===== src/rtl/subneg_mem_responder.sv =====
// -----------------------------------------------------------------------------
// subneg_mem_responder
//
// Memory-side responder for the SUBNEG core's external bus. It models the
// address latch, the SRAM and the output latch that sit behind the core's
// strobes. A host port preloads and reads back memory. Everything runs on the
// core clock. Strobes are treated as glitch-free levels synchronous to clk.
//
// Parameters:
//   DEPTH    : number of 8-bit words backed by storage (power of two, 2..256)
//   OUT_ADDR : address reserved for the output port, never backed by storage
//
// Ports:
//   clk, rst_n     : core clock, asynchronous active-low reset
//   mem_latch_clk  : address-latch strobe (level); a rise captures bus_in
//   mem_oe_n       : SRAM output enable, active low
//   mem_we_n       : SRAM write enable, active low; a fall commits one write
//   out_latch_clk  : output-latch strobe; a rise captures bus_in into out_data
//   bus_in         : data bus as driven by the core
//   bus_out        : read data toward the core (combinational, always computed)
//   bus_oe         : 1 = responder drives the bus
//   host_en        : 1 = host owns memory, core strobes ignored
//   host_we        : host write strobe, qualified by host_en
//   host_addr      : host address
//   host_wdata     : host write data
//   host_rdata     : host read data (combinational)
//   latched_addr   : current address-latch contents
//   out_data       : output latch contents
//   out_valid      : one-cycle pulse when out_data updates
//
// Optional build macro SUBNEG_RESP_STATS_EN adds:
//   rd_cnt         : saturating count of mem_oe_n falls while host_en=0
//   wr_cnt         : saturating count of accepted core writes (any address)
//   Both clear on a host write to OUT_ADDR.
// -----------------------------------------------------------------------------
module subneg_mem_responder #(
  parameter int DEPTH    = 32,
  parameter int OUT_ADDR = 255
) (
  input  logic       clk,
  input  logic       rst_n,
  input  logic       mem_latch_clk,
  input  logic       mem_oe_n,
  input  logic       mem_we_n,
  input  logic       out_latch_clk,
  input  logic [7:0] bus_in,
  output logic [7:0] bus_out,
  output logic       bus_oe,
  input  logic       host_en,
  input  logic       host_we,
  input  logic [7:0] host_addr,
  input  logic [7:0] host_wdata,
  output logic [7:0] host_rdata,
  output logic [7:0] latched_addr,
  output logic [7:0] out_data,
  output logic       out_valid
`ifdef SUBNEG_RESP_STATS_EN
  ,
  output logic [7:0] rd_cnt,
  output logic [7:0] wr_cnt
`endif
);

  localparam int         AW    = (DEPTH > 1) ? $clog2(DEPTH) : 1;
  localparam logic [7:0] OUT_A = OUT_ADDR[7:0];

  // An address is backed only below DEPTH and never at the output port.
  function automatic logic addr_ok(input logic [7:0] a);
    return (int'(a) < DEPTH) && (a != OUT_A);
  endfunction

  logic [7:0] mem [DEPTH];

  // Edge history. These update every cycle regardless of host_en so that
  // handing the bus back to the core never produces a stale edge.
  logic latch_q;
  logic we_n_q;
  logic out_clk_q;

  logic latch_rise;
  logic we_fall;
  logic out_rise;

  assign latch_rise = ~latch_q & mem_latch_clk;
  assign we_fall    = we_n_q & ~mem_we_n;
  assign out_rise   = ~out_clk_q & out_latch_clk;

  // Write port shared by the core and the host; host_en selects the owner.
  logic          core_we_fall;
  logic          wr_en;
  logic [AW-1:0] wr_idx;
  logic [7:0]    wr_data;

  assign core_we_fall = ~host_en & we_fall;
  assign wr_en   = host_en ? (host_we & addr_ok(host_addr))
                           : (we_fall & addr_ok(latched_addr));
  assign wr_idx  = host_en ? host_addr[AW-1:0] : latched_addr[AW-1:0];
  assign wr_data = host_en ? host_wdata : bus_in;

  // Read paths are combinational: the core samples the bus in the very cycle
  // it pulls OE low, so there is no room for a registered read.
  assign bus_oe     = ~mem_oe_n & ~host_en;
  assign bus_out    = addr_ok(latched_addr) ? mem[latched_addr[AW-1:0]] : 8'h00;
  assign host_rdata = addr_ok(host_addr) ? mem[host_addr[AW-1:0]] : 8'h00;

  // out_valid is a single-cycle strobe with no back-pressure: it is high for
  // exactly the one cycle after the capturing edge, and out_data holds the
  // captured byte from that cycle until the next capture.
  always_ff @(posedge clk or negedge rst_n) begin
    if (!rst_n) begin
      latch_q      <= 1'b0;
      we_n_q       <= 1'b1;
      out_clk_q    <= 1'b0;
      latched_addr <= 8'h00;
      out_data     <= 8'h00;
      out_valid    <= 1'b0;
      mem          <= '{default: 8'h00};
    end else begin
      latch_q   <= mem_latch_clk;
      we_n_q    <= mem_we_n;
      out_clk_q <= out_latch_clk;
      out_valid <= 1'b0;

      // The write index is taken from the pre-update latched_addr, so a latch
      // rise in the same cycle as a WE fall does not redirect the write.
      if (wr_en) begin
        mem[wr_idx] <= wr_data;
      end

      if (!host_en) begin
        if (latch_rise) begin
          latched_addr <= bus_in;
        end
        if (out_rise) begin
          out_data  <= bus_in;
          out_valid <= 1'b1;
        end
      end
    end
  end

`ifdef SUBNEG_RESP_STATS_EN
  logic oe_n_q;
  logic rd_fall;
  logic stats_clr;

  assign rd_fall   = oe_n_q & ~mem_oe_n & ~host_en;
  assign stats_clr = host_en & host_we & (host_addr == OUT_A);

  always_ff @(posedge clk or negedge rst_n) begin
    if (!rst_n) begin
      oe_n_q <= 1'b1;
      rd_cnt <= 8'h00;
      wr_cnt <= 8'h00;
    end else begin
      oe_n_q <= mem_oe_n;
      if (stats_clr) begin
        rd_cnt <= 8'h00;
        wr_cnt <= 8'h00;
      end else begin
        if (rd_fall && (rd_cnt != 8'hFF)) begin
          rd_cnt <= rd_cnt + 8'd1;
        end
        // Counts every accepted core write, including dropped out-of-range ones.
        if (core_we_fall && (wr_cnt != 8'hFF)) begin
          wr_cnt <= wr_cnt + 8'd1;
        end
      end
    end
  end
`endif

endmodule


===== config.mk =====
export PLATFORM = sky130hd
export DESIGN_NAME = subneg_mem_responder
export DESIGN_NICKNAME = d
export VERILOG_FILES = /design/src/rtl/subneg_mem_responder.sv
export SDC_FILE = /design/constraint.sdc
export NUM_CORES = 1
export LEC_CHECK = 0
export ABC_CLOCK_PERIOD_IN_PS = 2500
export CAP_MARGIN = 25
export CORE_MARGIN = 2
export CORE_UTILIZATION = 27
export CTS_CLUSTER_DIAMETER = 100
export CTS_CLUSTER_SIZE = 12
export DETAILED_ROUTE_END_ITERATION = 10
export PLACE_DENSITY_LB_ADDON = 0.05
export SYNTH_ARGS = -nofsm -noshare
export SYNTH_HDL_FRONTEND = slang
export SYNTH_SLANG_ARGS = --single-unit

===== constraint.sdc =====
create_clock -name clk -period 2.5 [get_ports clk]
set_input_delay 0.375 -clock clk [delete_from_list [all_inputs] [get_ports clk]]
set_output_delay 0.375 -clock clk [all_outputs]
set_load 0.02 [all_outputs]

==> impl_metrics.ini <==
[power_and_ir_drop]
peakVddDrop_v = 0.0004946
switching_power_mw = 3.769
internal_power_mw = 8.726
seqPwrFrac_pct = 41.5
p_per_area_nw_per_um2 = 617.2
cellLeakagePower_nw = 9.197
p_clk_share_pct = 31.4
switching_share_pct = 30.16
power.share.combinational_pct = 27.1

[floorplan]
die_x_um = 241.0
die_area_um2 = 58070
ioPinCount = 66
start_util_pct = 27.42
num_rows = 86
fp.dieH_um = 241.0
core_area_um2 = 55310

[sta]
max_slew_margin_pct = 37.92
finalCritPeriodShare_pct = 124.1
maxSlewViolCount = 0
period_minus_slack_ns = 3.103
setup_slack_ns = -0.6033
skew_ns = 0.01612
max_freq_ghz = 0.3222
tightest_slew_ns = 0.9312
finalHoldViolCount = 0
rsz0062_at_grt = true
finalSetupViolations = 16
fin_hold_ws_ns = 0.2380

[yosys]
yosysTopAreaCell = dfrtp_1
ys_seq_elements = 276
synth_nets = 1011
yosysSeqAreaShare_pct = 45.56
yosysWarnings = 0
synth_top_area_share_pct = 45.38
syn-mean-instance-area_um2 = 15.49
dominantRegCellSynth = dfrtp_1
synth_edf_count = 0
ys_top_cells_by_count = dfrtp_1, mux2_2, mux4_2, mux2i_1, clkbuf_1
async_flop_share_pct = 100.0
synth_area_um2 = 15160
ys_top_cells_by_area = dfrtp_1, mux2_2, mux4_2
synth.most_common_cell = dfrtp_1
synth_cells = 979
synth.distinct_cells = 43

[status]
violations = negative setup slack
status = complete, but fails checks

[drt]
m1WireLength_um = 24890
wire_per_inst_um = 27.17
drt-total-wl_um = 54750
antenna_left = 0
topRoutingLayerUsed = met4
via_count = 10030
drt_iter0_markers = 557
drc = 0
wl_met3_um = 1984
first_pass_iters = 7
wl_met2_um = 26520
avgViaCountPerCell = 4.979

[worst_hold_path]
hp-start = mem_we_n
min_path_type = in2reg

[worst_setup_path]
rr_startpoint = latched_addr[6]
cp-end-kind = output port
cp_data_required_time_ns = 2.12
arrival_ns = 2.73
worstPathMaxFanout = 6
startpoint = latched_addr[1]
critPathKind = reg2out
crit_path_start_kind = register

[placed_design]
dp_cells = 1964
placed_area_um2 = 18990
gp_congestion = 0.7917
dp_hpwl_um = 37680
dp_slack_ns = -0.7674
io_buffers = 65

[final_layout]
final_util_pct = 36.60
multi_input_comb_area_um2 = 8235
layout-drive-gt1-share_pct = 64.17
stdcell_count = 2015
syn2layout_area_growth_pct = 33.50
antennaDiodeCount = 0
fillCellCount = 5376
final_cell_area_um2 = 20240
nNetsFinal = 1288
regArea_um2 = 6919

[job]
cap_viol_max_count = 0

[clocking]
clk_latency_ns = 0.57
ctsRootBufferMaster = clkbuf_16
cts_buffers = 27
htreeDepth = 1
cts_tree = built
cts.reportedPaths.clkPinSlew_ns = 0.07
numClockSinks = 276
cts_max_path_buffers = 3

[grt]
antenna_found_initial = 2
grtUsageTotal_pct = 19.48
grt_pass1_vias = 10900
grt_pass1_wl_um = 80750
grt_start_max_net_pins = 51
grt_overflow = 0
power by group through the flow:
stage / logic [mW] / registers (mW) / clock network, mW
2_1_floorplan: 1.63 / 5.21 / 0
3_3_place_gp: 3.21 / 5.27 / 0
3_5_place_dp: 3.22 / 5.27 / 0
4_1_cts: 3.41 / 5.19 / 4.08
5_1_grt: 3.61 / 5.24 / 4.26
6_report: 3.39 / 5.18 / 3.93
stage by stage:
| stage | total power [mW] | TNS (ns) |
|---|---|---|
| after CTS | 12.68 | -6.148 |
| after detailed placement | 8.488 | -81.64 |
| after global placement | 8.489 | -87.28 |
| final | 12.49 | -5.147 |
| after floorplan | 6.843 | -0.07117 |
| after global routing | 13.11 | -6.717 |
timing repair:
action,in CTS,in global routing
pin swaps,28,15
endpoints found under the hold margin,42,0
cloned,2,0
buffers inserted,13,7
gates resized for setup,162,20
setup endpoints to repair,253,52
hold buffers,1,0
placed cells by master, fill, tap and decap left out, types with 8 or more instances in the layout:
cell type,count
a22oi_2,12
clkbuf_1,10
buf_12,49
o21ai_1,10
clkdlybuf4s50_1,41
mux2_2,249
a221oi_1,8
mux2_4,34
clkbuf_16,27
dfrtp_1,272
nor3_4,23
mux2i_1,45
buf_4,212
buf_6,20
nand2_1,8
a221o_1,10
mux4_2,120
final cells by class:
class / instances / area share [%]
sequential: 276 / 34.18
multi-input combinational: 615 / 40.68
clock inverter: 3 / 0.2101
tap: 748 / 4.623
timing repair buffer: 334 / 16.74
clock buffer: 37 / 3.523
inverter: 2 / 0.03709
worst paths after layout:
path / to / slack, ns / depth (start not counted)
max: bus_out[3] / -0.60 / 8
min: we_n_q / 0.24 / 1
max reg2reg: mem[31] / 0.03 / 6
min reg2reg: out_data[6] / 0.51 / 1
max in group asynchronous: mem[219] / 1.39 / 3
min in group asynchronous: mem[60] / 0.32 / 2
per-layer routing:
metal / GRT usage (%) / vias to the layer above
met3: 2.642 / 54
met4: 4.826 / 0
li1: - / 4389
met5: 0 / -
met2: 32.53 / 191
met1: 26.72 / 5398
critical path, stage by stage, from the launching register on:
cell,delay (ns)
dfrtp_4,0.56
buf_12,0.17
buf_12,0.12
mux4_2,0.35
mux2i_1,0.07
buf_4,0.14
o211ai_1,0.33
and3_4,0.30
buf_6,0.12
logic make-up (layout without fill, tap and decap cells):
group           after synthesis  count (layout)  synth area share [%]
compound gates               76              76                 3.697
buf+inv                      88             376                 2.682
flops                       276             276                 45.56
mux                         461             461                 43.50
simple gates                 78              78                 4.563
state kept, by name, summed over array words and instances (netlist names):
name	flops
out_clk_q	1
out_valid	1
latch_q	1
out_data	8
latched_addr	8
mem	256
we_n_q	1
No activity file was read; power rests on OpenSTA's default activity.
